$ cat config.mk
export PLATFORM = sky130hd
export DESIGN_NAME = regfile_wb_driver_flat
export DESIGN_NICKNAME = d
export VERILOG_FILES = /design/src/rtl/regfile_pkg.sv /design/src/rtl/regfile_wb_driver_if.sv /design/src/rtl/regfile_wb_driver_wb_fifo.sv /design/src/rtl/regfile_wb_driver.sv /design/src/flat_wrapper.sv
export SDC_FILE = /design/constraint.sdc
export NUM_CORES = 1
export LEC_CHECK = 0
export CORE_MARGIN = 2
export CORE_UTILIZATION = 45
export DETAILED_ROUTE_END_ITERATION = 16
export GPL_ROUTABILITY_DRIVEN = 0
export GPL_TIMING_DRIVEN = 0
export PLACE_DENSITY = 0.68
export RECOVER_POWER = 25
export SLEW_MARGIN = 0
export SYNTH_ARGS = -nofsm -noshare
export SYNTH_HDL_FRONTEND = slang
export SYNTH_HIERARCHICAL = 1
export SYNTH_SLANG_ARGS = --single-unit
$ cat constraint.sdc
create_clock -name clk -period 17.8 [get_ports clk]
set_input_delay 1.78 -clock clk [delete_from_list [all_inputs] [get_ports clk]]
set_output_delay 1.78 -clock clk [all_outputs]
set_load 0.1 [all_outputs]
$ cat src/rtl/regfile_pkg.sv
// Shared types and sizes for the register-file write-back path.
package regfile_pkg;
    localparam int NUM_REGS = 32;
    localparam int REG_AW   = 5;
    localparam int XLEN     = 32;

    typedef struct packed {
        logic [REG_AW-1:0] rd;
        logic [XLEN-1:0]   data;
    } wb_entry_t;

    typedef struct packed {
        logic            hit;
        logic [XLEN-1:0] data;
    } lookup_t;

    function automatic logic [NUM_REGS-1:0] reg_onehot(input logic [REG_AW-1:0] rd);
        logic [NUM_REGS-1:0] v;
        v     = {NUM_REGS{1'b0}};
        v[rd] = 1'b1;
        return v;
    endfunction
endpackage

$ cat src/rtl/regfile_wb_driver_if.sv
// Result-source handshake bundle: load/store path (mem_*) and ALU path (alu_*).
interface regfile_wb_driver_if;
    import regfile_pkg::*;

    logic              mem_valid;
    logic              mem_ready;
    logic [REG_AW-1:0] mem_rd;
    logic [XLEN-1:0]   mem_data;
    logic              alu_valid;
    logic              alu_ready;
    logic [REG_AW-1:0] alu_rd;
    logic [XLEN-1:0]   alu_data;

    modport master (
        output mem_valid, mem_rd, mem_data, alu_valid, alu_rd, alu_data,
        input  mem_ready, alu_ready
    );

    modport slave (
        input  mem_valid, mem_rd, mem_data, alu_valid, alu_rd, alu_data,
        output mem_ready, alu_ready
    );
endinterface

$ cat src/rtl/regfile_wb_driver_wb_fifo.sv
// Write queue: dual push (a older than b), single pop, all entries exported for lookup.
module wb_fifo
    import regfile_pkg::*;
#(
    parameter int DEPTH = 4
) (
    input  logic                                      clk,
    input  logic                                      rst_n,
    input  logic                                      i_push_a,
    input  wb_entry_t                                 i_entry_a,
    input  logic                                      i_push_b,
    input  wb_entry_t                                 i_entry_b,
    input  logic                                      i_pop,
    output wb_entry_t                                 o_head,
    output logic [$clog2(DEPTH):0]                    o_count,
    output wb_entry_t [DEPTH-1:0]                     o_entries,
    output logic [DEPTH-1:0]                          o_valid,
    output logic [DEPTH-1:0][$clog2(DEPTH)-1:0]       o_age
);
    localparam int PW = $clog2(DEPTH);

    wb_entry_t [DEPTH-1:0] r_mem;
    logic [PW-1:0]         r_wr_ptr;
    logic [PW-1:0]         r_rd_ptr;
    logic [PW:0]           r_count;

    logic [PW-1:0]         w_wr_next;
    logic [1:0]            w_push_cnt;
    logic                  w_pop;

    assign w_wr_next  = r_wr_ptr + {{(PW-1){1'b0}}, 1'b1};
    assign w_push_cnt = {1'b0, i_push_a} + {1'b0, i_push_b};
    assign w_pop      = i_pop && (r_count != {(PW+1){1'b0}});

    // Storage, pointer and occupancy update; a lone push always lands at the write pointer.
    always_ff @(posedge clk or negedge rst_n) begin
        if (!rst_n) begin
            r_mem    <= '0;
            r_wr_ptr <= {PW{1'b0}};
            r_rd_ptr <= {PW{1'b0}};
            r_count  <= {(PW+1){1'b0}};
        end else begin
            if (i_push_a) begin
                r_mem[r_wr_ptr] <= i_entry_a;
                if (i_push_b) begin
                    r_mem[w_wr_next] <= i_entry_b;
                end
            end else if (i_push_b) begin
                r_mem[r_wr_ptr] <= i_entry_b;
            end
            r_wr_ptr <= r_wr_ptr + PW'(w_push_cnt);
            if (w_pop) begin
                r_rd_ptr <= r_rd_ptr + {{(PW-1){1'b0}}, 1'b1};
            end
            r_count <= r_count + (PW+1)'(w_push_cnt) - (PW+1)'(w_pop);
        end
    end

    // Age is distance from the head: 0 = oldest, larger = younger.
    always_comb begin
        logic [PW-1:0] v_age;
        o_age   = '0;
        o_valid = '0;
        for (int i = 0; i < DEPTH; i++) begin
            v_age      = PW'(i) - r_rd_ptr;
            o_age[i]   = v_age;
            o_valid[i] = ({1'b0, v_age} < r_count);
        end
    end

    assign o_entries = r_mem;
    assign o_head    = r_mem[r_rd_ptr];
    assign o_count   = r_count;
endmodule

$ cat src/rtl/regfile_wb_driver.sv
// Sole write-port driver of the 32x32 register file: merges ALU/load results,
// queues them in order, issues one write per cycle and exposes two bypass lookups.
module regfile_wb_driver
    import regfile_pkg::*;
#(
    parameter int DEPTH = 4
) (
    input  logic                     clk,
    input  logic                     rst_n,
    regfile_wb_driver_if.slave       wb,
    output logic [NUM_REGS-1:0]      Dselect,
    output logic [XLEN-1:0]          dbus,
    input  logic [REG_AW-1:0]        qa_rd,
    output logic                     qa_hit,
    output logic [XLEN-1:0]          qa_data,
    input  logic [REG_AW-1:0]        qb_rd,
    output logic                     qb_hit,
    output logic [XLEN-1:0]          qb_data,
    output logic [$clog2(DEPTH):0]   count
);
    localparam int PW = $clog2(DEPTH);
    localparam int CW = PW + 1;

    wb_entry_t                 w_head;
    wb_entry_t [DEPTH-1:0]     w_entries;
    logic [DEPTH-1:0]          w_valid;
    logic [DEPTH-1:0][PW-1:0]  w_age;
    logic [CW-1:0]             w_count;
    logic [CW-1:0]             w_free;
    logic                      w_push_a;
    logic                      w_push_b;
    logic                      w_issue;
    lookup_t                   w_qa;
    lookup_t                   w_qb;

    assign w_free  = CW'(DEPTH) - w_count;
    assign w_issue = (w_count != {CW{1'b0}});

    // When both sources are valid the ALU needs room behind the load entry.
    always_comb begin
        wb.mem_ready = (w_free >= CW'(1));
        if (wb.mem_valid) begin
            wb.alu_ready = (w_free >= CW'(2));
        end else begin
            wb.alu_ready = (w_free >= CW'(1));
        end
    end

    assign w_push_a = wb.mem_valid && wb.mem_ready && (wb.mem_rd != {REG_AW{1'b0}});
    assign w_push_b = wb.alu_valid && wb.alu_ready && (wb.alu_rd != {REG_AW{1'b0}});

    wb_fifo #(.DEPTH(DEPTH)) u_fifo (
        .clk       (clk),
        .rst_n     (rst_n),
        .i_push_a  (w_push_a),
        .i_entry_a ({wb.mem_rd, wb.mem_data}),
        .i_push_b  (w_push_b),
        .i_entry_b ({wb.alu_rd, wb.alu_data}),
        .i_pop     (w_issue),
        .o_head    (w_head),
        .o_count   (w_count),
        .o_entries (w_entries),
        .o_valid   (w_valid),
        .o_age     (w_age)
    );

    // Issue register: drives the register file, which captures on the following negedge.
    always_ff @(posedge clk or negedge rst_n) begin
        if (!rst_n) begin
            Dselect <= {NUM_REGS{1'b0}};
            dbus    <= {XLEN{1'b0}};
        end else if (w_issue) begin
            Dselect <= reg_onehot(w_head.rd);
            dbus    <= w_head.data;
        end else begin
            Dselect <= {NUM_REGS{1'b0}};
        end
    end

    function automatic lookup_t lookup(
        input logic [REG_AW-1:0]      q_rd,
        input logic [NUM_REGS-1:0]    dsel,
        input logic [XLEN-1:0]        dval,
        input wb_entry_t [DEPTH-1:0]  ent,
        input logic [DEPTH-1:0]       vld,
        input logic [DEPTH-1:0][PW-1:0] age
    );
        lookup_t       r;
        logic          found_q;
        logic [PW-1:0] best;
        r       = '0;
        found_q = 1'b0;
        best    = {PW{1'b0}};
        if (q_rd != {REG_AW{1'b0}}) begin
            // In-flight write is the oldest candidate; any queued match overrides it.
            if (dsel[q_rd]) begin
                r.hit  = 1'b1;
                r.data = dval;
            end
            for (int i = 0; i < DEPTH; i++) begin
                if (vld[i] && (ent[i].rd == q_rd) && (!found_q || (age[i] > best))) begin
                    found_q = 1'b1;
                    best    = age[i];
                    r.hit   = 1'b1;
                    r.data  = ent[i].data;
                end
            end
        end
        return r;
    endfunction

    assign w_qa    = lookup(qa_rd, Dselect, dbus, w_entries, w_valid, w_age);
    assign w_qb    = lookup(qb_rd, Dselect, dbus, w_entries, w_valid, w_age);
    assign qa_hit  = w_qa.hit;
    assign qa_data = w_qa.data;
    assign qb_hit  = w_qb.hit;
    assign qb_data = w_qb.data;
    assign count   = w_count;
endmodule

$ cat src/flat_wrapper.sv
// flat-port wrapper written by rule: the top's interface ports become plain ports
module regfile_wb_driver_flat import regfile_pkg::*;
#(
    parameter int DEPTH = 4
)
  (clk, rst_n, Dselect, dbus, qa_rd, qa_hit, qa_data, qb_rd, qb_hit, qb_data, count, wb_mem_valid, wb_mem_rd, wb_mem_data, wb_alu_valid, wb_alu_rd, wb_alu_data, wb_mem_ready, wb_alu_ready);
  regfile_wb_driver_if wb_i ();
  input  logic clk;
  input  logic rst_n;
  output logic [NUM_REGS-1:0] Dselect;
  output logic [XLEN-1:0] dbus;
  input  logic [REG_AW-1:0] qa_rd;
  output logic qa_hit;
  output logic [XLEN-1:0] qa_data;
  input  logic [REG_AW-1:0] qb_rd;
  output logic qb_hit;
  output logic [XLEN-1:0] qb_data;
  output logic [$clog2(DEPTH):0] count;
  input wire logic [$bits(wb_i.mem_valid)-1:0] wb_mem_valid;
  input wire logic [$bits(wb_i.mem_rd)-1:0] wb_mem_rd;
  input wire logic [$bits(wb_i.mem_data)-1:0] wb_mem_data;
  input wire logic [$bits(wb_i.alu_valid)-1:0] wb_alu_valid;
  input wire logic [$bits(wb_i.alu_rd)-1:0] wb_alu_rd;
  input wire logic [$bits(wb_i.alu_data)-1:0] wb_alu_data;
  output wire logic [$bits(wb_i.mem_ready)-1:0] wb_mem_ready;
  output wire logic [$bits(wb_i.alu_ready)-1:0] wb_alu_ready;
  assign wb_i.mem_valid = wb_mem_valid;
  assign wb_i.mem_rd = wb_mem_rd;
  assign wb_i.mem_data = wb_mem_data;
  assign wb_i.alu_valid = wb_alu_valid;
  assign wb_i.alu_rd = wb_alu_rd;
  assign wb_i.alu_data = wb_alu_data;
  assign wb_mem_ready = wb_i.mem_ready;
  assign wb_alu_ready = wb_i.alu_ready;
  regfile_wb_driver #(.DEPTH(DEPTH)) u_core (.clk(clk), .rst_n(rst_n), .wb(wb_i), .Dselect(Dselect), .dbus(dbus), .qa_rd(qa_rd), .qa_hit(qa_hit), .qa_data(qa_data), .qb_rd(qb_rd), .qb_hit(qb_hit), .qb_data(qb_data), .count(count));
endmodule
==> qor.log, run 1 <==
qor: status.status finished with violations
qor: status.violations max-capacitance violations, max-slew violations
qor: floorplan.core 33500 um2
qor: clock_network.worst_setup_hold_path_clk_slew 0.06 ns
qor: logic_synthesis.synthesis.nets 1724
qor: timing.timing_max_transition_violations_final 222
qor: logic_synthesis.syn-instance-count 1609
qor: clock_network.post_cts.repair.setup_buffers 0
qor: logic_synthesis.netlist_top_cells_area sky130_fd_sc_hd__dfrtp_1 36%, sky130_fd_sc_hd__mux4_2 7.3%, sky130_fd_sc_hd__o22ai_1 6.0%
qor: clock_network.clock_tree.buffer_depth 3
qor: timing.finalCritPeriodShare 72.0%
qor: timing.clock_skew 0.0112 ns
qor: setup_path.regToRegSetupSlack 13.65 ns
qor: logic_synthesis.synth.top_cell.area_share 35.7%
qor: cells_and_area.layout.cells.most_common_list 219 x sky130_fd_sc_hd__dfrtp_1, 216 x sky130_fd_sc_hd__clkdlybuf4s50_1, 151 x sky130_fd_sc_hd__nor2_1, 148 x sky130_fd_sc_hd__o22ai_1, 133 x sky130_fd_sc_hd__o21ai_0
qor: setup_path.slowest_stage sky130_fd_sc_hd__clkdlybuf4s50_1
qor: floorplan.initial_utilization 45.8%
qor: min_path.hold_start u_core/dbus[25]
qor: drt.wire_length_per_cell 26.4 um
qor: drt.drt-pass1-iter-count 6
qor: clock_network.cts-htree-levels 1
qor: clock_network.hold_buffers 0
qor: timing.timing_hold_violations_final 0
qor: timing.worst_hold_slack 0.557 ns
qor: floorplan.boundaryPins 223
qor: setup_path.cp_data_required_time 16.02 ns
qor: logic_synthesis.syn-cell-area 15400 um2
qor: setup_path.timing.critical_path.fanout_max 10
qor: setup_path.timing.critical_path.arrival 11.03 ns
qor: global_routing.grt_overflow_total 0
qor: placement.place.detailed.hpwl 42000 um
qor: setup_path.crit_path_start_kind primary input
qor: min_path.min_path_type register to register
qor: run.max-cap-violations 2
qor: clock_network.cts.root.buffer_cell sky130_fd_sc_hd__clkbuf_16
qor: logic_synthesis.postSynthAreaPerCell 9.55 um2
qor: timing.timing.setup.tns 0 ns
qor: setup_path.worstReg2RegStart u_core/u_fifo/o_count[0]
qor: cells_and_area.utilization 56.8%
qor: placement.postPlaceCellArea 18100 um2
qor: setup_path.cp_delay_by_family_top buffers and inverters
qor: cells_and_area.postLayoutCellArea 19000 um2
qor: setup_path.r2r.worst_path.cells 13
qor: logic_synthesis.async_reset_ff_share 100%
qor: timing.slew_headroom -311%
qor: setup_path.critPathBufInv 9
qor: floorplan.die-height 189 um
qor: cells_and_area.antenna-diode-count 0
qor: clock_network.clock_sink_count 219
qor: floorplan.die_w 189 um
qor: setup_path.cpPeakStageDelay 1.20 ns
qor: global_routing.number_of_antenna_violations_at_the_first_check_in_global_routing 0
qor: min_path.timing.hold.worst_path_depth 1
qor: clock_network.cts_tree yes
qor: clock_network.postCtsResizedCells 0
qor: drt.detailroute.via_count 15600
qor: logic_synthesis.synthFlopType sky130_fd_sc_hd__dfrtp_1
qor: global_routing.grt_first_pass_wirelength 92300 um
qor: timing.grt_setup_unrepaired no
qor: timing.layout_min_cycle_time 12.81 ns
qor: placement.port_buffers 217
qor: drt.first_iter_violations 2238
qor: clock_network.cts_made_buffers 27
qor: min_path.worst_hold_path.endpoint u_core/dbus[25]
qor: drt.detail-route-antenna-nets 0
qor: drt.routed_wl 61300 um
qor: timing.setup_violations 0
qor: global_routing.grt_start_max_net_pins 118
qor: global_routing.number_of_global_route_vias_before_repair 15500
qor: floorplan.die-area 35600 um2
qor: timing.achievable-frequency 78.0 MHz
qor: cells_and_area.mostFrequentLayoutCell sky130_fd_sc_hd__dfrtp_1
qor: cells_and_area.drive_above_1_share 15.0%
qor: cells_and_area.area_delta_synth_final 23.9%
qor: logic_synthesis.synth_top_cell_by_area sky130_fd_sc_hd__dfrtp_1
qor: global_routing.grt_use_total 33.7%
qor: logic_synthesis.yosys_register_bits 219
qor: timing.transition_at_the_pin_with_the_smallest_max_transition_slack 6.16 ns
qor: logic_synthesis.yosysSeqAreaShare 35.7%
qor: drt.route.detailed.vias_per_inst 6.71
qor: logic_synthesis.synth-edff-count 0
qor: setup_path.r2r-end u_core/u_fifo/o_entries[102]
qor: clock_network.clk_latency 0.55 ns
qor: logic_synthesis.yosys_warnings 6
qor: cells_and_area.fin_nets 1971
qor: floorplan.rows 67
qor: logic_synthesis.number_of_library_cell_types_mapped_by_synthesis 74
qor: setup_path.critical_path_class primary input to primary output
qor: drt.drc_errors 0
qor: setup_path.endpoint_type_of_the_worst_setup_path primary output
-- worst max path at each step --
stage          startpoint                      endpoint  slack [ns]  cells past startpoint
2_1_floorplan    qa_rd[3]                    qa_data[0]        7.39                     30
3_3_place_gp        rst_n  u_core/u_fifo/o_entries[137]        5.43                      1
3_5_place_dp     qa_rd[3]                   qa_data[20]        5.29                     32
4_1_cts          qa_rd[3]                   qa_data[20]        5.23                     32
5_1_grt             rst_n  u_core/u_fifo/o_entries[139]        4.52                      2
6_report         qa_rd[3]                   qa_data[20]        4.99                     32
-- metal layers --
| layer | up-vias | track usage (%) | wire length [um] |
|---|---|---|---|
| met4 | 0 | 13.9 | 2500 |
| met2 | 1227 | 53.4 | 28200 |
| li1 | 6567 | - | - |
| met5 | - | 0 | 0 |
| met1 | 7581 | 44.0 | 23100 |
| met3 | 212 | 8.83 | 7580 |
-- sequential cells by signal (all words and copies together) (netlist names) --
| signal | cells |
|---|---|
| u_core/u_fifo/r_wr_ptr | 2 |
| u_core/dbus | 32 |
| u_core/u_fifo/r_rd_ptr | 2 |
| u_core/u_fifo/o_entries | 148 |
| u_core/u_fifo/o_count | 3 |
| u_core/Dselect | 32 |
-- cell type report --
class,instances,area [um2]
plain buffers,151,847
clock buffers,38,757
clock inverters,11,185
fillers,2943,14500
inverters,62,233
multi-input cells,1177,8800
flip-flops and latches,219,5480
well taps,448,561
repair buffers,218,2170
-- synth_stat cells (10+ instances only) --
| master | number |
|---|---|
| sky130_fd_sc_hd__mux2i_1 | 64 |
| sky130_fd_sc_hd__nor2_1 | 151 |
| sky130_fd_sc_hd__inv_1 | 61 |
| sky130_fd_sc_hd__a21oi_1 | 123 |
| sky130_fd_sc_hd__ha_1 | 26 |
| sky130_fd_sc_hd__clkbuf_1 | 56 |
| sky130_fd_sc_hd__a2bb2oi_1 | 36 |
| sky130_fd_sc_hd__nand3_1 | 10 |
| sky130_fd_sc_hd__buf_6 | 13 |
| sky130_fd_sc_hd__o211ai_1 | 64 |
| sky130_fd_sc_hd__nand2b_1 | 39 |
| sky130_fd_sc_hd__o22ai_1 | 148 |
| sky130_fd_sc_hd__xnor2_1 | 13 |
| sky130_fd_sc_hd__nand2_1 | 80 |
| sky130_fd_sc_hd__o221ai_1 | 33 |
| sky130_fd_sc_hd__xor2_1 | 34 |
| sky130_fd_sc_hd__mux4_2 | 50 |
| sky130_fd_sc_hd__buf_2 | 56 |
| sky130_fd_sc_hd__o221ai_2 | 30 |
| sky130_fd_sc_hd__mux2_2 | 36 |
| sky130_fd_sc_hd__dfrtp_1 | 219 |
| sky130_fd_sc_hd__o21ai_0 | 133 |
| sky130_fd_sc_hd__buf_4 | 16 |
-- cell families (layout without fill, tap and decap cells) --
| family | Yosys count | after routing | synth area share, % |
|---|---|---|---|
| adders and majority gates | 27 | 27 | 2.25 |
| DFF | 219 | 219 | 35.7 |
| AOI/OAI and AO/OA | 610 | 610 | 26.9 |
| muxes | 154 | 154 | 14.8 |
| and+or+nand+nor | 339 | 339 | 10.6 |
| xor gates and xnor gates | 47 | 47 | 2.68 |
| buffers and inverters | 213 | 480 | 7.03 |
-- stage by stage --
| stage | std cells | worst slack [ns] |
|---|---|---|
| after floorplan | 1609 | 7.39 |
| after global placement | 2274 | 5.43 |
| after detailed placement | 2275 | 5.29 |
| after CTS | 2324 | 5.23 |
| after global routing | 2324 | 4.52 |
| final | 2324 | 4.99 |
Power of run 1 is left out: the tool's default activity adds up to more than one toggle a clock period on the data nets, which glitch-free logic cannot reach.
==> run 2: changes to the inputs <==
==> constraint.sdc (replaced) <==
create_clock -name clk -period 12.6 [get_ports clk]
set_input_delay 1.26 -clock clk [delete_from_list [all_inputs] [get_ports clk]]
set_output_delay 1.26 -clock clk [all_outputs]
set_load 0.1 [all_outputs]
==> qor.log, run 2 (synthesis gave the netlist of run 1 again) <==
qor: placement.place.detailed.hpwl 42000 um [unchanged]
qor: global_routing.grt_start_max_net_pins 118 [unchanged]
qor: setup_path.crit_path_start_kind register
qor: drt.detailroute.via_count 15500 [-0.42%]
qor: timing.clock_skew 0.00935 ns [-0.00189 ns]
qor: setup_path.worst_path_most_repeated_cell sky130_fd_sc_hd__ha_1
qor: setup_path.timing.critical_path.arrival 10.81 ns [-0.22 ns]
qor: cells_and_area.area_delta_synth_final 24.0% [about the same]
qor: clock_network.clock_tree.buffer_depth 3 [unchanged]
qor: clock_network.cts_made_buffers 27 [unchanged]
qor: clock_network.clock_sink_count 219 [unchanged]
qor: drt.first_iter_violations 2141 [-4.3%]
qor: drt.wire_length_per_cell 26.3 um [-0.26%]
qor: setup_path.timing.critical_path.fanout_max 10 [unchanged]
qor: floorplan.rows 67 [unchanged]
qor: cells_and_area.postLayoutCellArea 19000 um2 [about the same]
qor: floorplan.die_w 189 um [unchanged]
qor: timing.transition_at_the_pin_with_the_smallest_max_transition_slack 5.72 ns [-0.443 ns]
qor: placement.postPlaceCellArea 18100 um2 [unchanged]
qor: timing.timing_max_transition_violations_final 222 [unchanged]
qor: status.status finished with violations
qor: drt.drt-pass1-iter-count 6 [unchanged]
qor: setup_path.r2r.worst_path.cells 13 [unchanged]
qor: global_routing.number_of_global_route_vias_before_repair 15500 [-0.14%]
qor: cells_and_area.fill_cells 2941 [-0.068%]
qor: setup_path.slowest_stage sky130_fd_sc_hd__clkdlybuf4s50_1
qor: global_routing.grt_overflow_total 0 [unchanged]
qor: placement.port_buffers 217 [unchanged]
qor: global_routing.grt_first_pass_wirelength 92300 um [about the same]
qor: drt.detail-route-antenna-nets 0 [unchanged]
qor: cells_and_area.fin_nets 1971 [unchanged]
qor: cells_and_area.drive_above_1_share 15.0% [unchanged]
qor: run.max-cap-violations 2 [unchanged]
qor: setup_path.endpoint_type_of_the_worst_setup_path primary output
qor: floorplan.core 33500 um2 [unchanged]
qor: clock_network.cts_tree yes
qor: cells_and_area.mostFrequentLayoutCell sky130_fd_sc_hd__dfrtp_1
qor: timing.grt_setup_unrepaired no
qor: placement.pre_cts_slack 1.13 ns [-4.16 ns]
qor: floorplan.die-height 189 um [unchanged]
qor: floorplan.die-area 35600 um2 [unchanged]
qor: timing.worst_hold_slack 0.555 ns [-0.00218 ns]
qor: cells_and_area.largest_register_ff_count 148 [unchanged]
qor: clock_network.postCtsResizedCells 0 [unchanged]
qor: floorplan.initial_utilization 45.8% [unchanged]
qor: clock_network.post_cts.repair.setup_buffers 0 [unchanged]
qor: timing.layout_min_cycle_time 12.07 ns
qor: setup_path.critical_path_class register to primary output
qor: clock_network.hold_buffers 0 [unchanged]
qor: global_routing.grt_use_total 33.7% [about the same]
qor: setup_path.cp_data_required_time 11.34 ns [-4.68 ns]
qor: status.violations max-capacitance violations, max-slew violations
qor: timing.achievable-frequency 82.8 MHz
qor: min_path.min_path_type register to register
qor: timing.layout_setup_ws 0.527 ns [-4.46 ns]
qor: clock_network.cts.root.buffer_cell sky130_fd_sc_hd__clkbuf_16
qor: drt.drc_errors 0 [unchanged]
qor: clock_network.cts-htree-levels 1 [unchanged]
qor: clock_network.clk_latency 0.55 ns [about the same]
qor: setup_path.cpPeakStageDelay 1.21 ns [about the same]
qor: drt.route.detailed.vias_per_inst 6.68 [-0.46%]
qor: timing.timing_hold_violations_final 0 [unchanged]
qor: min_path.timing.hold.worst_path_depth 1 [unchanged]
qor: cells_and_area.layout.cells.most_common_list 219 x sky130_fd_sc_hd__dfrtp_1, 216 x sky130_fd_sc_hd__clkdlybuf4s50_1, 151 x sky130_fd_sc_hd__nor2_1, 148 x sky130_fd_sc_hd__o22ai_1, 133 x sky130_fd_sc_hd__o21ai_0
qor: timing.slew_headroom -281% [+30 points]
qor: floorplan.boundaryPins 223 [unchanged]
qor: timing.finalCritPeriodShare 95.8%
qor: drt.routed_wl 61200 um [-0.22%]
qor: timing.timing.setup.tns 0 ns [unchanged]
qor: clock_network.worst_setup_hold_path_clk_slew 0.06 ns [about the same]
qor: global_routing.number_of_antenna_violations_at_the_first_check_in_global_routing 0 [unchanged]
qor: timing.setup_violations 0 [unchanged]
[run 2: final timing paths]
check / startpoint / endpoint / slack [ns]
worst max-delay path: u_core/u_fifo/r_rd_ptr[1] / qa_data[20] / 0.53
worst min-delay path: u_core/dbus[25] / u_core/dbus[25] / 0.55
worst max register to register: u_core/u_fifo/o_count[0] / u_core/u_fifo/o_entries[75] / 8.48
worst min register to register: u_core/dbus[25] / u_core/dbus[25] / 0.55
max in group asynchronous: rst_n / u_core/u_fifo/o_entries[33] / 1.99
min in group asynchronous: rst_n / u_core/dbus[5] / 2.82
[run 2: cell type report]
| type | instances | area (um2) | share of cell area, % |
|---|---|---|---|
| well taps | 448 | 561 | 2.94 |
| plain buffers | 151 | 847 | 4.45 |
| flip-flops and latches | 219 | 5480 | 28.8 |
| multi-input cells | 1177 | 8800 | 46.2 |
| repair buffers | 218 | 2180 | 11.4 |
| diodes | 1 | 2.50 | 0.0131 |
| clock inverters | 11 | 185 | 0.973 |
| inverters | 62 | 233 | 1.22 |
| clock buffers | 38 | 757 | 3.98 |
[run 2: stage by stage]
step                      utilization (%)  instances
after floorplan                         -       1609
after global placement               54.0       2274
final                                56.8       2325
after global routing                 56.8       2324
after CTS                            56.9       2324
after detailed placement             54.1       2275
[run 2: metal layers]
| metal | track usage [%] | routed length, um | vias up |
|---|---|---|---|
| li1 | - | - | 6568 |
| met5 | 0 | 0 | - |
| met1 | 44.0 | 23300 | 7556 |
| met3 | 8.83 | 7270 | 186 |
| met2 | 53.4 | 28300 | 1212 |
| met4 | 13.7 | 2300 | 0 |
[run 2: critical path: cells and delay by family (launching register included)]
family | cells | cell delay, ns
buffers and inverters | 8 | 4.04
AO/OA/AOI/OAI | 9 | 1.95
AND/OR/NAND/NOR | 10 | 1.69
adder cells (fa/ha/maj) | 4 | 1.21
flip-flops | 1 | 0.54
XOR/XNOR | 1 | 0.45
multiplexers | 1 | 0.37
Power of run 2 is left out for the same reason.
